--- src/rtl/stopwatch_ctrl.sv ---
// Stopwatch control front end: button sync/debounce and run/pause/clear FSM.
// Define STOPWATCH_LAP_HOLD_EN to build the LAP (display freeze) state.
module stopwatch_ctrl #(
  parameter int DEB_CYCLES = 500000,
  parameter int DEB_W      = 20
) (
  input  logic       CLK,
  input  logic       RESET,
  input  logic       BTN_SS,
  input  logic       BTN_LC,
  output logic       CNT_EN,
  output logic       CNT_CLR,
  output logic       DISP_FREEZE,
  output logic [1:0] STATE
);

  // state | meaning
  // IDLE  | stopped, counter at zero or cleared
  // RUN   | counting, display live
  // PAUSE | stopped, value held in counter
  // LAP   | counting, display frozen
  typedef enum logic [1:0] {
    IDLE  = 2'b00,
    RUN   = 2'b01,
    PAUSE = 2'b10,
    LAP   = 2'b11
  } state_t;

  localparam logic [DEB_W-1:0] DEB_LAST = DEB_W'(DEB_CYCLES - 1);

  // index 0 = START/STOP, index 1 = LAP/CLEAR
  logic [1:0]       btn_meta;
  logic [1:0]       btn_sync;
  logic [1:0]       btn_stable;
  logic [1:0]       btn_press;
  logic [DEB_W-1:0] deb_cnt [2];

  always_ff @(posedge CLK or posedge RESET) begin
    if (RESET) begin
      btn_meta <= 2'b00;
      btn_sync <= 2'b00;
    end else begin
      btn_meta <= {BTN_LC, BTN_SS};
      btn_sync <= btn_meta;
    end
  end

  // Press pulse is raised on the same edge that accepts a new high level.
  always_ff @(posedge CLK or posedge RESET) begin
    if (RESET) begin
      btn_stable <= 2'b00;
      btn_press  <= 2'b00;
      deb_cnt[0] <= '0;
      deb_cnt[1] <= '0;
    end else begin
      for (int i = 0; i < 2; i++) begin
        btn_press[i] <= 1'b0;
        if (btn_sync[i] == btn_stable[i]) begin
          deb_cnt[i] <= '0;
        end else if (deb_cnt[i] == DEB_LAST) begin
          deb_cnt[i]    <= '0;
          btn_stable[i] <= btn_sync[i];
          btn_press[i]  <= btn_sync[i];
        end else begin
          deb_cnt[i] <= deb_cnt[i] + DEB_W'(1);
        end
      end
    end
  end

  logic   ss_press;
  logic   lc_press;
  state_t state;
  logic   cnt_en;
  logic   cnt_clr;

  assign ss_press = btn_press[0];
  assign lc_press = btn_press[1];

`ifdef STOPWATCH_LAP_HOLD_EN
  logic disp_freeze;
`endif

  // SS is tested first everywhere so a simultaneous LC press is dropped.
  always_ff @(posedge CLK or posedge RESET) begin
    if (RESET) begin
      state   <= IDLE;
      cnt_en  <= 1'b0;
      cnt_clr <= 1'b0;
`ifdef STOPWATCH_LAP_HOLD_EN
      disp_freeze <= 1'b0;
`endif
    end else begin
      cnt_clr <= 1'b0;
      case (state)
        IDLE: begin
          if (ss_press) begin
            state  <= RUN;
            cnt_en <= 1'b1;
          end else if (lc_press) begin
            cnt_clr <= 1'b1;
          end
        end
        RUN: begin
          if (ss_press) begin
            state  <= PAUSE;
            cnt_en <= 1'b0;
          end
`ifdef STOPWATCH_LAP_HOLD_EN
          else if (lc_press) begin
            state       <= LAP;
            disp_freeze <= 1'b1;
          end
`endif
        end
        PAUSE: begin
          if (ss_press) begin
            state  <= RUN;
            cnt_en <= 1'b1;
          end else if (lc_press) begin
            state   <= IDLE;
            cnt_clr <= 1'b1;
          end
        end
`ifdef STOPWATCH_LAP_HOLD_EN
        LAP: begin
          if (ss_press) begin
            state       <= PAUSE;
            cnt_en      <= 1'b0;
            disp_freeze <= 1'b0;
          end else if (lc_press) begin
            state       <= RUN;
            disp_freeze <= 1'b0;
          end
        end
`endif
        default: begin
          state  <= IDLE;
          cnt_en <= 1'b0;
`ifdef STOPWATCH_LAP_HOLD_EN
          disp_freeze <= 1'b0;
`endif
        end
      endcase
    end
  end

  assign CNT_EN  = cnt_en;
  assign CNT_CLR = cnt_clr;
  assign STATE   = state;
`ifdef STOPWATCH_LAP_HOLD_EN
  assign DISP_FREEZE = disp_freeze;
`else
  assign DISP_FREEZE = 1'b0;
`endif

endmodule

--- config.mk ---
export PLATFORM = sky130hd
export DESIGN_NAME = stopwatch_ctrl
export DESIGN_NICKNAME = d
export VERILOG_FILES = /design/src/rtl/stopwatch_ctrl.sv
export SDC_FILE = /design/constraint.sdc
export NUM_CORES = 1
export LEC_CHECK = 0
export BUFFER_PORTS_ARGS = -buffer_cell sky130_fd_sc_hd__buf_2
export CELL_PAD_IN_SITES_DETAIL_PLACEMENT = 0
export CELL_PAD_IN_SITES_GLOBAL_PLACEMENT = 1
export CORE_MARGIN = 5
export CORE_UTILIZATION = 40
export CTS_BUF_LIST = sky130_fd_sc_hd__clkbuf_4 sky130_fd_sc_hd__clkbuf_8
export DETAILED_ROUTE_END_ITERATION = 6
export GPL_ROUTABILITY_DRIVEN = 1
export MAX_ROUTING_LAYER = met4
export PLACE_DENSITY = 0.77
export RECOVER_POWER = 50
export REMOVE_ABC_BUFFERS = 1
export SLEW_MARGIN = 20
export SYNTH_ARGS = -nofsm -noshare
export SYNTH_HDL_FRONTEND = slang
export SYNTH_SLANG_ARGS = --single-unit
export TNS_END_PERCENT = 1
--- constraint.sdc ---
create_clock -name CLK -period 2.7 [get_ports CLK]
set_clock_uncertainty 0.2 [all_clocks]
set_input_delay 0.27 -clock CLK [delete_from_list [all_inputs] [get_ports CLK]]
set_output_delay 0.27 -clock CLK [all_outputs]
set_load 0.005 [all_outputs]
==> reports/results.tsv <==
stage	metric	value	unit
route	vias post-DR	1663	
synth	flops & latches, synth	52	
synth	post-synthesis xor/xnor area fraction	10.5	%
clock_network	clock tree from TritonCTS	built	
power_and_ir_drop	VDD IR-drop max	0.190	mV
job	maxcap violations	0	
floorplan	Die H	87.8	um
clock_network	clock latency on the worst-skew pair	0.30	ns
power_and_ir_drop	PwrDens	526	nW/um^2
setup_path	reg2reg path depth	4	
placed_design	# port buffers	7	
synth	Async S/R FF share, synth	100	%
finish	diodes inserted	0	
global_route	pin count of the biggest net entering global routing	29	
floorplan	Row Count	28	
global_route	all-layer global routing usage	12.7	%
sta	relative max-transition margin	39.0	%
clock_network	total of hold buffers inserted after clock tree synthesis	3	
sta	RSZ-0062 raised after global routing	false	
synth	main combinational cell family by area after synthesis	simple AND/OR/NAND/NOR gates	
global_route	initial antenna violation count	0	
power_and_ir_drop	static leakage	1.12	nW
clock_network	Max clock buf depth	2	
setup_path	critical path startpoint category	register	
finish	number of nets at the end of the flow	248	
placed_design	Routability Congestion	0.775	
sta	final hold vios	0	
placed_design	post-detail-place hpwl	2880	um
synth	area of the mapped netlist	2420	sq um
synth	synth unique cells	35	
synth	total of warnings raised by yosys	0	
synth	share of synthesized area spent on multiplexers	1.40	%
setup_path	chain of cells forming the critical path	or4_1 > or4_4 > o21bai_4 > a21oi_1	
floorplan	Ports	9	
route	ratio of routed vias to standard cells	5.23	
hold_path	worst hold-check path type	reg2reg	
finish	combined flip-flop and latch cell area	1300	sq um
floorplan	floorplan core area	5890	sq um
setup_path	Worst Path Max Fanout	18	
hold_path	Worst Hold Path Cells	0	
hold_path	hold worst-path end	btn_sync[1]$_DFF_PP0_	
global_route	vias in the first global route	1595	
outcome	status	finished clean	
sta	Tightest Pin Transition	0.914	ns
setup_path	Crit path required time	2.67	ns
route	DRT Pass-1 Iters	4	
finish	synthesis-to-layout area growth	10.5	%
floorplan	die span in x	87.8	um
route	number of remaining DRC errors	0	
global_route	global-route wire length before repair	7340	um
setup_path	Slowest cell on crit path	sky130_fd_sc_hd__or4_4	
floorplan	Die Outline Area	7710	sq um
route	starting DRC count in detailed routing	49	
route	detailed-route wire length per cell	13.0	um
setup_path	crit path capture type	register	
clock_network	number of levels the H-tree was split into	2	
route	Post-DRT Antenna Nets	0	
synth	number of enable flip-flop cells after synthesis	0	
setup_path	source of the worst register-to-register timing path	deb_cnt[12]$_DFF_PP0_	
clock_network	number of sinks handled by clock tree synthesis	52	
synth	count of mapped cells out of synthesis	229	
finish	final-layout fill cell count	551	
power_and_ir_drop	Design Power	0.00141	W
sta	final-report max-slew violation count	0	
clock_network	TritonCTS buffer count	5	
synth	proportion of synthesized chip area in sequential cells	53.8	%
sta	number of endpoints failing setup at the final stage	0	
clock_network	Clock transition at path regs	0.09	ns
finish	area of the multi-input gates	1060	sq um
synth	Avg Cell Area, Syn	10.6	sq um
setup_path	minimum setup slack among reg-to-reg paths	0.41	ns
sta	final critical-path required period	2.29	ns
global_route	Remaining Overflow, GRT	0	
setup_path	Critical Setup Path Class	reg2reg	
hold_path	beginning of the worst hold path	btn_meta[1]$_DFF_PP0_	
clock_network	clock root buffer master	sky130_fd_sc_hd__clkbuf_8	
setup_path	Buf+Inv Stages, Crit Path	0	
route	final wirelength	4150	um
finish	share of final-layout standard cells stronger than drive strength 1	11.1	%
sta	TNS Setup	0	ns
finish	Layout Utilization	45.4	%
setup_path	highest cell delay on the worst timing path	0.54	ns
setup_path	capture point of the worst reg-to-reg path	deb_cnt[18]$_DFF_PP0_	
clock_network	Gates resized, CTS repair	0	
synth	most frequently used flop master after synthesis	sky130_fd_sc_hd__dfrtp_1	
setup_path	critical path arrival	2.26	ns
setup_path	delay-heaviest family, CP	simple AND/OR/NAND/NOR gates	
sta	portion of the clock cycle consumed by the worst path in the final layout	84.8	%
synth	simple logic cell fraction of the synthesized area	25.0	%
sta	Max Clk Rate	0.437	GHz
synth	fraction of the mapped netlist area in compound gates	5.84	%
floorplan	initial cell density of the core	41.1	%
synth	adder and majority gate portion of the synthesized area	1.03	%
clock_network	# Post-CTS Setup Buffers	0	
[flip-flops by register name (all words and copies together), names as in the netlist]
name	count
CNT_CLR	1
CNT_EN	1
STATE	2
btn_meta	2
btn_press	2
btn_stable	2
btn_sync	2
deb_cnt	40
[cells in the mapped netlist (all sizes together), types with 4 or more instances]
master / number / area, sq um
xnor2: 15 / 131
xor2: 14 / 123
or3: 5 / 31.3
nor3: 4 / 20.0
or4: 8 / 71.3
nor2: 36 / 135
inv: 7 / 26.3
a21oi: 9 / 45.0
nand2: 10 / 37.5
o21ai: 6 / 30.0
dfrtp: 52 / 1300
nor4: 6 / 37.5
nand3: 9 / 50.1
nand4: 17 / 121
[stage by stage]
stage               cell area [sq um]  cells  hold slack (ns)  worst slack, ns
floorplan                        2390    224            0.101            0.502
global placement                 2540    307            0.132            0.433
detailed placement               2540    307            0.140            0.397
CTS                              2690    318            0.162            0.383
global route                     2670    318            0.173            0.225
finish                           2670    318            0.159            0.411
[layout make-up]
cell class | count | share of cell area [%]
sequential | 52 | 48.7
clock inverter | 2 | 1.45
tap | 75 | 3.51
inverter | 7 | 0.983
timing repair buffer | 11 | 2.57
clock buffer | 6 | 3.09
multi-input combinational | 165 | 39.7
[how the worst max path moves through the flow]
stage                                      from                        end  slack [ns]  cells past startpoint
final                     deb_cnt[12]$_DFF_PP0_      deb_cnt[18]$_DFF_PP0_        0.41                      4
after global routing                      RESET      deb_cnt[30]$_DFF_PP0_        0.23                      4
after CTS                 deb_cnt[12]$_DFF_PP0_      deb_cnt[18]$_DFF_PP0_        0.38                      4
after detailed placement  deb_cnt[12]$_DFF_PP0_      deb_cnt[18]$_DFF_PP0_        0.40                      4
after global placement    deb_cnt[14]$_DFF_PP0_       deb_cnt[3]$_DFF_PP0_        0.43                      4
after floorplan           deb_cnt[12]$_DFF_PP0_  btn_stable[1]$_DFFE_PP0P_        0.50                      4
[where the power goes]
part           total [W]  leakage [nW]  internal [W]  switching [W]
Clock           0.000561        0.0614      0.000303       0.000257
Sequential      0.000798         0.712      0.000788     0.00000988
Combinational  0.0000473         0.349     0.0000151      0.0000322
Total            0.00141          1.12       0.00111       0.000300
[layer usage]
metal,vias up,wire (um),track usage [%]
met3,5,167,3.76
met2,29,1740,18.8
met1,792,2170,16.5
li1,837,-,-
met5,-,0,-
met4,0,69,5.02
[placed cells by master, fill, tap and decap left out, types with 6 or more instances in the layout]
master,Yosys,routed
sky130_fd_sc_hd__dfrtp_1,52,52
sky130_fd_sc_hd__nor2_1,36,36
sky130_fd_sc_hd__nand4_1,16,16
sky130_fd_sc_hd__xnor2_1,15,15
sky130_fd_sc_hd__xor2_1,14,14
sky130_fd_sc_hd__nand2_1,10,10
sky130_fd_sc_hd__a21oi_1,9,9
sky130_fd_sc_hd__nand3_1,8,8
sky130_fd_sc_hd__inv_1,7,7
sky130_fd_sc_hd__nor4_1,6,6
sky130_fd_sc_hd__o21ai_0,6,6
sky130_fd_sc_hd__clkbuf_8,0,6
sky130_fd_sc_hd__buf_2,0,6
[cell families (layout without fill, tap and decap cells)]
kind of cell	Yosys count	in the layout
simple gates	108	108
flops	52	52
xor+xnor	29	29
compound gates	22	22
buf+inv	12	26
mux	3	3
fa+ha+maj	2	2
other cells	1	1
(Power assumes the default switching activity.)
